$ cat src/rtl/mem_arbiter.sv
// rtl/mem_arbiter.sv - two-requester arbiter sharing one backing memory port
module mem_arbiter #(
    parameter logic rr_enable = 1'b1,
    parameter logic data_prio = 1'b1
) (
    input  logic        clk,
    input  logic        rst,
    input  logic        ibus_in_mem_valid,
    input  logic        ibus_in_mem_fence,
    input  logic        ibus_in_mem_instr,
    input  logic [31:0] ibus_in_mem_addr,
    input  logic [31:0] ibus_in_mem_wdata,
    input  logic [3:0]  ibus_in_mem_wstrb,
    output logic [31:0] ibus_out_mem_rdata,
    output logic        ibus_out_mem_ready,
    input  logic        dbus_in_mem_valid,
    input  logic        dbus_in_mem_fence,
    input  logic        dbus_in_mem_instr,
    input  logic [31:0] dbus_in_mem_addr,
    input  logic [31:0] dbus_in_mem_wdata,
    input  logic [3:0]  dbus_in_mem_wstrb,
    output logic [31:0] dbus_out_mem_rdata,
    output logic        dbus_out_mem_ready,
    output logic        mem_in_mem_valid,
    output logic        mem_in_mem_fence,
    output logic        mem_in_mem_instr,
    output logic [31:0] mem_in_mem_addr,
    output logic [31:0] mem_in_mem_wdata,
    output logic [3:0]  mem_in_mem_wstrb,
    input  logic        mem_out_mem_ready,
    input  logic [31:0] mem_out_mem_rdata
);

    typedef enum logic {IDLE, BUSY} state_t;

    typedef struct packed {
        logic        fence;
        logic        instr;
        logic [31:0] addr;
        logic [31:0] wdata;
        logic [3:0]  wstrb;
    } req_t;

    state_t state, state_nxt;
    req_t   i_slot, d_slot, issued, sel;
    logic   i_pend, d_pend;
    logic   owner;       // 0 = instruction side, 1 = data side
    logic   last_grant;
    logic   i_done, d_done, i_free, d_free, i_cap, d_cap;
    logic   issue, grant_d;

    assign i_done = (state == BUSY) && !owner && mem_out_mem_ready;
    assign d_done = (state == BUSY) &&  owner && mem_out_mem_ready;

    // The owner's slot reopens in its ready cycle so a held-valid burst keeps streaming.
    assign i_free = (!i_pend && !((state == BUSY) && !owner)) || i_done;
    assign d_free = (!d_pend && !((state == BUSY) &&  owner)) || d_done;
    assign i_cap  = ibus_in_mem_valid && i_free;
    assign d_cap  = dbus_in_mem_valid && d_free;

    always_comb begin
        state_nxt = state;
        issue     = 1'b0;
        grant_d   = 1'b0;
        sel       = i_slot;
        sel.instr = 1'b1;
        if (i_pend && d_pend)
            grant_d = rr_enable ? !last_grant : data_prio;
        else
            grant_d = d_pend;
        if (grant_d)
            sel = d_slot;
        case (state)
            IDLE: begin
                if (i_pend || d_pend) begin
                    issue     = 1'b1;
                    state_nxt = BUSY;
                end
            end
            BUSY: begin
                if (mem_out_mem_ready)
                    state_nxt = IDLE;
            end
            default: state_nxt = IDLE;
        endcase
    end

    always_ff @(posedge clk) begin
        if (!rst) begin
            state      <= IDLE;
            i_pend     <= 1'b0;
            d_pend     <= 1'b0;
            i_slot     <= '0;
            d_slot     <= '0;
            issued     <= '0;
            owner      <= 1'b0;
            last_grant <= 1'b1;
        end else begin
            state <= state_nxt;
            if (issue) begin
                owner      <= grant_d;
                last_grant <= grant_d;
                issued     <= sel;
            end
            if (i_cap) begin
                i_pend <= 1'b1;
                i_slot <= '{ibus_in_mem_fence, ibus_in_mem_instr, ibus_in_mem_addr,
                            ibus_in_mem_wdata, ibus_in_mem_wstrb};
            end else if (issue && !grant_d) begin
                i_pend <= 1'b0;
            end
            if (d_cap) begin
                d_pend <= 1'b1;
                d_slot <= '{dbus_in_mem_fence, dbus_in_mem_instr, dbus_in_mem_addr,
                            dbus_in_mem_wdata, dbus_in_mem_wstrb};
            end else if (issue && grant_d) begin
                d_pend <= 1'b0;
            end
        end
    end

    // Downstream fields show the winner during the issue pulse, then hold what was issued.
    assign mem_in_mem_valid = issue;
    assign mem_in_mem_fence = issue ? sel.fence : issued.fence;
    assign mem_in_mem_instr = issue ? sel.instr : issued.instr;
    assign mem_in_mem_addr  = issue ? sel.addr  : issued.addr;
    assign mem_in_mem_wdata = issue ? sel.wdata : issued.wdata;
    assign mem_in_mem_wstrb = issue ? sel.wstrb : issued.wstrb;

    assign ibus_out_mem_ready = i_done;
    assign ibus_out_mem_rdata = i_done ? mem_out_mem_rdata : 32'h0;
    assign dbus_out_mem_ready = d_done;
    assign dbus_out_mem_rdata = d_done ? mem_out_mem_rdata : 32'h0;

endmodule

$ cat config.mk
export PLATFORM = sky130hd
export DESIGN_NAME = mem_arbiter
export DESIGN_NICKNAME = d
export VERILOG_FILES = /design/src/rtl/mem_arbiter.sv
export SDC_FILE = /design/constraint.sdc
export NUM_CORES = 1
export LEC_CHECK = 0
export BUFFER_PORTS_ARGS = -buffer_cell sky130_fd_sc_hd__buf_2
export CORE_UTILIZATION = 52
export CTS_BUF_LIST = sky130_fd_sc_hd__clkbuf_16
export CTS_CLUSTER_DIAMETER = 80
export DETAILED_ROUTE_END_ITERATION = 7
export GPL_ROUTABILITY_DRIVEN = 0
export PLACE_DENSITY_LB_ADDON = 0.08
export SLEW_MARGIN = 20
export SYNTH_ARGS = -nofsm -noshare
export SYNTH_HDL_FRONTEND = slang
export SYNTH_SLANG_ARGS = --single-unit
$ cat constraint.sdc
create_clock -name clk -period 2.4 [get_ports clk]
set_clock_uncertainty 0.1 [all_clocks]
set_input_delay 0.48 -clock clk [delete_from_list [all_inputs] [get_ports clk]]
set_output_delay 0.48 -clock clk [all_outputs]
set_load 0.01 [all_outputs]
==> results.py, run 1 <==
metrics = {
    "sta": {
        "worstMarginPinSlew_ns": 0.566,
        "report.final.slew_viol_count": 0,
        "hold_violations": 0,
        "rsz0062_at_grt": "yes",
        "setup_viol": 136,
        "post-route-period-util_pct": 111,
        "min_period_ns": 2.67,
        "relSlewSlack_pct": 62.1,
        "setup_ws_ns": -0.266,
        "max_freq_mhz": 375,
    },
    "detailed_routing": {
        "vias": 9747,
        "ant_nets": 0,
        "drtPass1Iterations": 5,
        "wl_met3_um": 2770,
        "avgViaCountPerCell": 5.74,
        "route.detailed.drc": 0,
        "drtIter0Drc": 683,
        "wl_per_cell_um": 19.9,
        "finalWirelength_um": 33800,
        "top_layer_used": "met5",
        "m1WireLength_um": 14300,
        "dr_wl_met2_um": 15800,
    },
    "setup_path": {
        "cp.arrival_ns": 2.09,
        "required_ns": 1.82,
        "worst-setup-path-type": "reg -> out",
        "startpoint_type": "flop",
        "end_kind": "output port",
        "cp_max_fo": 18,
    },
    "synthesis": {
        "syn_area_per_cell_sq_um": 9.17,
        "muxShareOfSynthArea_pct": 13.7,
        "syn_inst": 1109,
        "synth_fp_nets": 1286,
        "yosysUniqueCellTypes": 33,
        "synth_compound_area_share_pct": 14.5,
        "ys_seq_area_share_pct": 42.1,
        "synthSimpleGateAreaFrac_pct": 24.0,
        "synth-xor-area-share_pct": 0,
        "syn_area_sq_mm": 0.0102,
        "ys_warn_count": 0,
        "synth_top_family_by_area": "simple AND/OR/NAND/NOR gates",
        "synthAdderAreaFrac_pct": 0,
        "synth_seq_cells": 214,
    },
    "power": {
        "p_leak_nw": 7.04,
        "power.total_mw": 9.19,
        "powerDensity_mw_per_mm2": 642,
        "ir_worst_vdd_mv": 0.513,
    },
    "die": {
        "rows": 50,
        "die_area_sq_mm": 0.0201,
        "dieHeight_um": 142,
        "die_w_um": 142,
        "io_pins": 314,
        "coreArea_sq_mm": 0.0190,
        "start_util_pct": 53.7,
    },
    "clock_tree": {
        "h-tree-depth": 1,
        "clk_latency_ns": 0.51,
        "cts_hold_buf": 0,
        "path_clk_slew_ns": 0.06,
        "cts_tree": "yes",
        "clkSinkCount": 214,
        "cts_buffers": 23,
        "clockBufferDepth": 3,
        "cts-root-buf": "clkbuf_16",
    },
    "grt": {
        "grt_max_degree": 75,
        "grt_pass1_vias": 8828,
        "track_usage_pct": 30.1,
        "grt_pass1_wl_um": 47800,
        "overflow": 0,
        "antenna_found_initial": 6,
    },
    "final_layout": {
        "final_util_pct": 75.5,
        "final_cells": 1697,
        "final_nets": 1598,
        "areaGrowthSynthToFinish_pct": 40.6,
        "layout-drive-gt1-share_pct": 37.1,
        "n_fill_cell": 1370,
    },
    "placement": {
        "portBuffers": 312,
        "place_hpwl_um": 17100,
        "dpl_worst_slack_ns": -0.154,
        "dp_cells": 1604,
    },
    "run_status": {
        "violations": "negative setup slack",
        "outcome": "finished with violations",
    },
    "hold_path": {
        "hp-class": "in -> reg",
    },
    "flow_run": {
        "drv_cap": 0,
    },
}
-- where the power goes --
| part | switching [mW] | internal, mW |
|---|---|---|
| combinational | 1.03 | 1.05 |
| clock | 1.39 | 1.73 |
| sequential | 0.181 | 3.81 |
-- synthesized netlist by cell type --
cell type,count,area share [%]
nor4_4,1,0.21
nor2_1,1,0.037
buf_1,3,0.11
inv_1,3,0.11
buf_4,14,1.0
buf_6,1,0.11
buf_2,20,0.98
and2_0,3,0.18
o21a_1,2,0.15
o21ai_0,1,0.049
nand2b_1,1,0.062
nor3_2,1,0.098
and2_2,1,0.074
o21bai_2,1,0.11
dfxtp_1,214,42
inv_2,2,0.074
and2_1,130,8.0
o22a_1,1,0.086
nand3_1,1,0.049
and3_1,70,4.3
and2b_4,1,0.098
clkbuf_1,61,2.3
buf_8,7,1.0
nor4b_4,1,0.23
nor3b_2,2,0.25
a221o_1,138,14
nand2_1,281,10
or3_1,1,0.062
a211oi_2,1,0.12
o21ai_1,1,0.049
o221a_2,1,0.11
a21oi_1,4,0.20
mux2i_1,139,14
-- worst max-delay path, cell delays in order, from the launching register on --
cell and delay [ns]:
dfxtp_4 0.35, buf_12 0.12, o21bai_4 0.20, buf_4 0.16, buf_8 0.14, and2_1 0.16, a221o_1 0.30, buf_6 0.14
-- area by class of cell --
type	instances	area, sq um	share of cell area, %
multi-input combinational	786	5630	39.3
clock buffer	23	576	4.02
timing repair buffer	391	3390	23.7
tap	260	325	2.27
clock inverter	16	70.1	0.490
inverter	5	18.8	0.131
antenna	2	5.00	0.0350
sequential	214	4290	30.0
-- state kept, by name, summed over array words and instances, names as in the netlist --
name,count
owner,1
i_pend,1
issued,70
d_pend,1
d_slot,70
i_slot,69
last_grant,1
state,1
-- per-layer routing --
metal	global-route usage, %	vias up
met1	41.9	4620
met4	8.09	8
met5	0	-
li1	-	4575
met3	6.21	79
met2	47.3	465
-- placed cells by master (no fill, tap or decap), drive strengths merged, types with 2 or more instances in the layout --
master	n
buf	379
nand2	281
dfxtp	214
mux2i	139
a221o	138
and2	134
and3	70
clkbuf	32
inv	12
clkinv	9
a21oi	4
bufbuf	3
diode	2
nor3	2
o21a	2
nor3b	2
o21bai	2
o21ai	2
-- cells by family (layout without fill, tap and decap cells) --
family	Yosys count	in the layout
AND/OR/NAND/NOR	495	496
flip-flops	214	214
AO/OA/AOI/OAI	150	151
multiplexers	139	139
buffers and inverters	111	435
other	0	2
-- worst paths after layout --
kind                                            from             endpoint  slack [ns]  cells after the start
worst max-delay path                           state  mem_in_mem_addr[11]       -0.27                      7
worst max register to register                 state           d_slot[47]        0.17                      9
worst min register to register            i_slot[28]           i_slot[28]        0.37                      2
worst min-delay path            dbus_in_mem_wdata[7]           d_slot[11]        0.11                      3
-- what timing repair did --
action | CTS | global route
pin swaps | 43 | 115
cloned | 19 | 9
resized for setup | 81 | 143
setup endpoints to repair | 104 | 135
setup buffers | 18 | 7
-- through the flow --
stage	hold WS [ns]	TNS [ns]	cell area [sq um]
3_3_place_gp	0.359	-5.42	11900
2_1_floorplan	0.346	0	10200
4_1_cts	0.0957	-16.49	13500
3_5_place_dp	0.363	-6.18	11900
5_1_grt	0.110	-25.68	14300
6_report	0.106	-18.74	14300
Power figures use the tool's default switching activity.
==> run 2, diff against run 1 <==
--- a/config.mk
+++ b/config.mk
@@ -5,13 +5,15 @@
 export SDC_FILE = /design/constraint.sdc
 export NUM_CORES = 1
 export LEC_CHECK = 0
+export ABC_AREA = 1
 export BUFFER_PORTS_ARGS = -buffer_cell sky130_fd_sc_hd__buf_2
-export CORE_UTILIZATION = 52
+export CORE_UTILIZATION = 51
 export CTS_BUF_LIST = sky130_fd_sc_hd__clkbuf_16
 export CTS_CLUSTER_DIAMETER = 80
 export DETAILED_ROUTE_END_ITERATION = 7
 export GPL_ROUTABILITY_DRIVEN = 0
 export PLACE_DENSITY_LB_ADDON = 0.08
+export SETUP_SLACK_MARGIN = 0.4
 export SLEW_MARGIN = 20
 export SYNTH_ARGS = -nofsm -noshare
 export SYNTH_HDL_FRONTEND = slang
==> run 2 against run 1 <==
  * The flow still finishes with violations (negative setup slack)
  * Cell count is 24% higher
  * Non-clock buffer count is 13 higher
  * Via count is 18% higher
  * Synthesized area is 2.4% lower
  * Critical path type unchanged
  * Critical endpoint is now mem_in_mem_addr[26]
==> results.py, run 2 <==
metrics = {
    "clock_tree": {
        "h-tree-depth": 1,
        "cts_buffers": 23,
        "clkSinkCount": 214,
        "clockBufferDepth": 3,
        "clk_latency_ns": 0.51,
        "path_clk_slew_ns": 0.06,
        "cts_tree": "yes",
        "cts-root-buf": "clkbuf_16",
        "cts_hold_buf": 0,
    },
    "power": {
        "powerDensity_mw_per_mm2": 718,
        "p_leak_nw": 7.52,
        "ir_worst_vdd_mv": 0.557,
    },
    "sta": {
        "min_period_ns": 2.43,
        "holdWs_ns": 0.152,
        "relSlewSlack_pct": 65.3,
        "report.final.slew_viol_count": 0,
        "worstMarginPinSlew_ns": 0.521,
        "tns_ns": -0.303,
        "rsz0062_at_grt": "yes",
        "max_freq_mhz": 412,
        "setup_ws_ns": -0.0283,
        "post-route-period-util_pct": 101,
        "setup_viol": 22,
        "hold_violations": 0,
    },
    "synthesis": {
        "synth_edf_count": 0,
        "synth_seq_cells": 214,
        "synthArstFlopShare_pct": 0,
        "ys_warn_count": 0,
        "yosys.cell_count.top_type": "nand2_1",
        "synth_area_leaders": "dfxtp_1, nand2_1, a21oi_1",
        "synthFlopType": "dfxtp_1",
        "yosys-top-cells-count": "nand2_1, dfxtp_1, a21oi_1",
        "yosysTopAreaCellShare_pct": 43.2,
        "syn_area_per_cell_sq_um": 6.58,
        "yosysUniqueCellTypes": 18,
        "syn_inst": 1508,
        "synth.largest_area_cell": "dfxtp_1",
        "synth_fp_nets": 1685,
        "ys_seq_area_share_pct": 43.2,
        "syn_area_sq_mm": 0.00992,
    },
    "detailed_routing": {
        "ant_nets": 0,
        "avgViaCountPerCell": 5.45,
        "route.detailed.drc": 0,
        "wl_per_cell_um": 17.8,
        "drtPass1Iterations": 5,
        "vias": 11465,
        "finalWirelength_um": 37500,
        "drtIter0Drc": 778,
    },
    "final_layout": {
        "final_cells": 2105,
        "final_util_pct": 78.7,
        "areaGrowthSynthToFinish_pct": 49.9,
        "reg_top3": "d_slot: 70 flops, issued: 70 flops, i_slot: 69 flops",
        "final_common_cell": "nand2_1",
        "final_nets": 2000,
        "layout-drive-gt1-share_pct": 36.9,
        "final_area_sq_mm": 0.0149,
        "layout_common_cells": "nand2_1, buf_2, dfxtp_1",
    },
    "placement": {
        "placed_area_sq_mm": 0.0115,
        "place_hpwl_um": 18700,
        "portBuffers": 312,
        "dp_cells": 1987,
    },
    "run_status": {
        "outcome": "finished with violations",
        "violations": "negative setup slack",
    },
    "grt": {
        "gr-max-usage-layer": "met2",
        "grtUsageMet1_pct": 40.0,
        "track_usage_pct": 32.4,
        "grt_pass1_vias": 9967,
        "grt_pass1_wl_um": 51400,
        "grt.met3_usage_pct": 5.74,
        "overflow": 0,
        "antenna_found_initial": 8,
        "grt_util_met2_pct": 56.7,
        "grt_max_degree": 92,
    },
    "die": {
        "start_util_pct": 52.5,
        "io_pins": 314,
        "die_w_um": 141,
        "dieHeight_um": 141,
        "coreArea_sq_mm": 0.0189,
        "rows": 50,
        "die_area_sq_mm": 0.0200,
    },
    "setup_path": {
        "crit_slowest_cell": "dfxtp_4",
        "worst-setup-path-type": "reg -> out",
        "cp_max_fo": 6,
        "r2r_setup_slack_ns": 0.32,
        "required_ns": 1.82,
        "end_kind": "output port",
        "max_stage_delay_ns": 0.41,
        "cp_cell_sequence": "nor2_4 -> nor2_4 -> buf_12 -> buf_12 -> clkbuf_16 -> nand2_2 -> nand2_1 -> buf_2",
        "cp.arrival_ns": 1.85,
        "startpoint_type": "flop",
    },
    "flow_run": {
        "drv_cap": 0,
    },
    "hold_path": {
        "hp-class": "in -> reg",
    },
}
[run 2: path summary, 6_finish.rpt]
check / start / to / depth (start not counted)
hold reg to reg: d_slot[47] / d_slot[47] / 2
hold / removal: dbus_in_mem_wdata[6] / d_slot[10] / 3
setup reg to reg: state / i_slot[57] / 10
setup / recovery: i_pend / mem_in_mem_addr[26] / 8
[run 2: layout make-up]
class	instances	area (sq um)
antenna	7	17.5
clock buffer	23	576
clock inverter	17	71.3
fill	1397	4020
inverter	112	438
multi-input combinational	1068	5690
sequential	214	4300
tap	260	325
timing repair buffer	404	3460
[run 2: metal layers]
layer  wire length [um]  up-vias  part of all wire [%]
met5                 10        -                 0.027
li1                   -     5432                     -
met2              18200      542                    49
met1              14400     5369                    38
met3               3090      120                   8.2
met4               1830        2                   4.9
[run 2: what timing repair did]
| action | 4_1_cts | 5_1_grt |
|---|---|---|
| pin swaps | 17 | 90 |
| cloned | 18 | 8 |
| setup endpoints to repair | 191 | 194 |
| gates resized for setup | 185 | 265 |
| setup buffers | 34 | 11 |
[run 2: critical path: cells and delay by family, from the launching register on]
family                 cells  cell delay, ns
and+or+nand+nor            4            0.32
DFF                        1            0.41
buffers and inverters      4            0.60
[run 2: per-stage QoR]
stage / power (mW) / setup WS, ns
after detailed placement: 6.30 / 0.330
after CTS: 10.1 / -0.00824
after global placement: 6.27 / 0.345
after floorplan: 5.62 / 0.731
final: 10.7 / -0.0283
after global routing: 11.1 / -0.0687
[run 2: kinds of logic (layout without fill, tap and decap cells)]
kind of cell	count (synthesis)	in the layout	synth area share, %
and+or+nand+nor	851	856	35.3
AOI/OAI and AO/OA	212	212	10.7
buffers and inverters	231	556	10.9
DFF	214	214	43.2
other	0	7	0
[run 2: report_power, final]
| part | switching, mW | leakage (nW) | total (mW) | internal (mW) |
|---|---|---|---|---|
| registers | 0.178 | 1.76 | 4.06 | 3.89 |
| clock network | 1.41 | 0.339 | 3.14 | 1.73 |
| logic | 2.00 | 5.42 | 3.48 | 1.48 |
==> run 3, diff against run 2 <==
--- a/config.mk
+++ b/config.mk
@@ -7,14 +7,13 @@
 export LEC_CHECK = 0
 export ABC_AREA = 1
 export BUFFER_PORTS_ARGS = -buffer_cell sky130_fd_sc_hd__buf_2
-export CORE_UTILIZATION = 51
+export CORE_UTILIZATION = 55
 export CTS_BUF_LIST = sky130_fd_sc_hd__clkbuf_16
 export CTS_CLUSTER_DIAMETER = 80
 export DETAILED_ROUTE_END_ITERATION = 7
 export GPL_ROUTABILITY_DRIVEN = 0
-export PLACE_DENSITY_LB_ADDON = 0.08
+export PLACE_DENSITY = 0.85
 export SETUP_SLACK_MARGIN = 0.4
-export SLEW_MARGIN = 20
 export SYNTH_ARGS = -nofsm -noshare
 export SYNTH_HDL_FRONTEND = slang
 export SYNTH_SLANG_ARGS = --single-unit
==> constraint.sdc (replaced) <==
create_clock -name clk -period 3 [get_ports clk]
set_clock_uncertainty 0.1 [all_clocks]
set_input_delay 0.6 -clock clk [delete_from_list [all_inputs] [get_ports clk]]
set_output_delay 0.6 -clock clk [all_outputs]
set_load 0.01 [all_outputs]
==> run 3 against run 2 <==
  * The flow now finishes without violations
  * Total power is 26% lower
  * Clock power is 15% lower
  * Worst hold slack better by 0.12 ns
  * Global-route usage is 1.0 points lower
  * Routed wire length is 17% lower
  * First-iteration DRC count is 28% higher
  * Largest cell class unchanged
  * Highest routed layer is now met4
==> results.py, run 3 (synthesis gave the netlist of run 2 again) <==
metrics = {
    "final_layout": {
        "final_cells": 2000,
        "final_nets": 1938,
        "antenna_cells": 0,
        "areaGrowthSynthToFinish_pct": 25.1,
        "reg_top3": "d_slot: 70 flops, issued: 70 flops, i_slot: 69 flops",
        "final_area_sq_mm": 0.0124,
        "n_fill_cell": 1476,
        "layout-drive-gt1-share_pct": 22.1,
        "final_common_cell": "nand2_1",
        "layout_common_cells": "nand2_1, buf_2, a21oi_1, dfxtp_1, nand3_1",
    },
    "clock_tree": {
        "cts_tree": "yes",
        "clk_latency_ns": 0.50,
        "clkSinkCount": 214,
        "h-tree-depth": 1,
        "cts_buffers": 23,
        "cts_hold_buf": 0,
        "clockBufferDepth": 3,
        "path_clk_slew_ns": 0.06,
        "cts-root-buf": "clkbuf_16",
    },
    "die": {
        "start_util_pct": 56.8,
        "die_area_sq_mm": 0.0186,
        "coreArea_sq_mm": 0.0175,
        "die_w_um": 136,
        "io_pins": 314,
        "dieHeight_um": 136,
        "rows": 48,
    },
    "setup_path": {
        "max_stage_delay_ns": 0.36,
        "cp_max_fo": 25,
        "crit_path_start": "d_pend",
        "startpoint_type": "flop",
        "required_ns": 2.30,
        "end_kind": "output port",
        "path_common_cell": "nand2_1",
        "worst-setup-path-type": "reg -> out",
        "crit_slowest_cell": "dfxtp_4",
        "cp.arrival_ns": 1.88,
        "cp_cell_sequence": "buf_12 -> nand2_4 -> buf_8 -> nand2_1 -> nand2_1 -> nand2_1 -> nand2_1 -> buf_2",
        "reg2reg_from": "state",
    },
    "hold_path": {
        "worstHoldStart": "dbus_in_mem_wdata[12]",
        "hp-class": "in -> reg",
    },
    "detailed_routing": {
        "avgViaCountPerCell": 5.36,
        "ant_nets": 0,
        "drtIter0Drc": 996,
        "wl_per_cell_um": 15.6,
        "drtPass1Iterations": 6,
        "finalWirelength_um": 31200,
        "route.detailed.drc": 0,
        "vias": 10718,
    },
    "sta": {
        "rsz0062_at_grt": "yes",
        "tns_ns": 0,
        "relSlewSlack_pct": 45.2,
        "setup_ws_ns": 0.420,
        "min_period_ns": 2.58,
        "report.final.slew_viol_count": 0,
        "worstMarginPinSlew_ns": 0.821,
        "setup_viol": 0,
        "max_freq_mhz": 388,
        "post-route-period-util_pct": 86.0,
        "hold_violations": 0,
    },
    "grt": {
        "grt_max_degree": 140,
        "antenna_found_initial": 0,
        "overflow": 0,
        "track_usage_pct": 31.4,
        "grt_pass1_vias": 9690,
        "grt_pass1_wl_um": 46900,
    },
    "run_status": {
        "outcome": "finished, final reports clean",
    },
    "power": {
        "p_leak_nw": 6.71,
        "powerDensity_mw_per_mm2": 633,
        "ir_worst_vdd_mv": 0.479,
    },
    "placement": {
        "dpl_worst_slack_ns": 0.649,
        "portBuffers": 312,
        "placed_area_sq_mm": 0.0114,
        "place_hpwl_um": 18200,
        "dp_cells": 1947,
    },
    "flow_run": {
        "drv_cap": 0,
    },
}
-- run 3: cell types whose count changed in the layout (fill, tap and decap cells not counted), moves of 14 or more --
cell     change
nor2_4      -31
buf_12      -14
nand2_2     -97
buf_2       +61
nand2_1    +123
nand3_2     -42
nand3_1     +45
buf_16      -14
buf_6       -77
nor2_1      +41
nand2_4     -23
-- run 3: area by class of cell --
class                      count  area, sq um  area share (%)
multi-input combinational   1063         4590            37.0
sequential                   214         4290            34.6
timing repair buffer         346         2120            17.0
clock buffer                  23          576            4.64
inverter                     112          435            3.51
tap                          225          282            2.27
clock inverter                16          118           0.947
timing repair inverter         1         8.76          0.0705
-- run 3: worst paths after layout --
check	end	slack, ns	cells after the start
setup / recovery	mem_in_mem_addr[11]	0.42	8
hold / removal	d_slot[16]	0.27	3
setup reg to reg	d_slot[29]	0.89	6
hold reg to reg	d_slot[67]	0.36	2
-- run 3: what timing repair did --
item,4_1_cts,5_1_grt
pin swaps,0,1
resized for setup,11,16
buffers inserted,0,6
cloned,1,7
endpoints found under the setup margin,93,74
-- run 3: through the flow --
step | power [mW] | hold slack (ns) | util, %
floorplan | 4.50 | 0.339 | -
global placement | 4.99 | 0.349 | 65.3
detailed placement | 5.03 | 0.353 | 65.3
CTS | 7.72 | 0.256 | 69.7
global route | 8.21 | 0.265 | 71.0
finish | 7.86 | 0.270 | 71.0
-- run 3: worst max-delay path: cells and delay by family, from the launching register on --
family / cells / cell delay (ns)
simple gates: 5 / 0.50
buf+inv: 3 / 0.50
flops: 1 / 0.36
-- run 3: report_power, final --
part	switching [mW]	total, mW	internal [mW]
clock network	1.11	2.67	1.55
logic	1.24	1.96	0.718
registers	0.129	3.24	3.11
total	2.48	7.86	5.38
-- run 3: layer usage --
| layer | wire length (um) | share of wire [%] | GRT usage, % | vias up |
|---|---|---|---|---|
| li1 | - | - | - | 5273 |
| met1 | 12700 | 41 | 40.7 | 4791 |
| met2 | 14400 | 46 | 52.2 | 572 |
| met3 | 3200 | 10 | 6.04 | 82 |
| met4 | 882 | 2.8 | 10.3 | 0 |
| met5 | 0 | 0 | 0 | - |
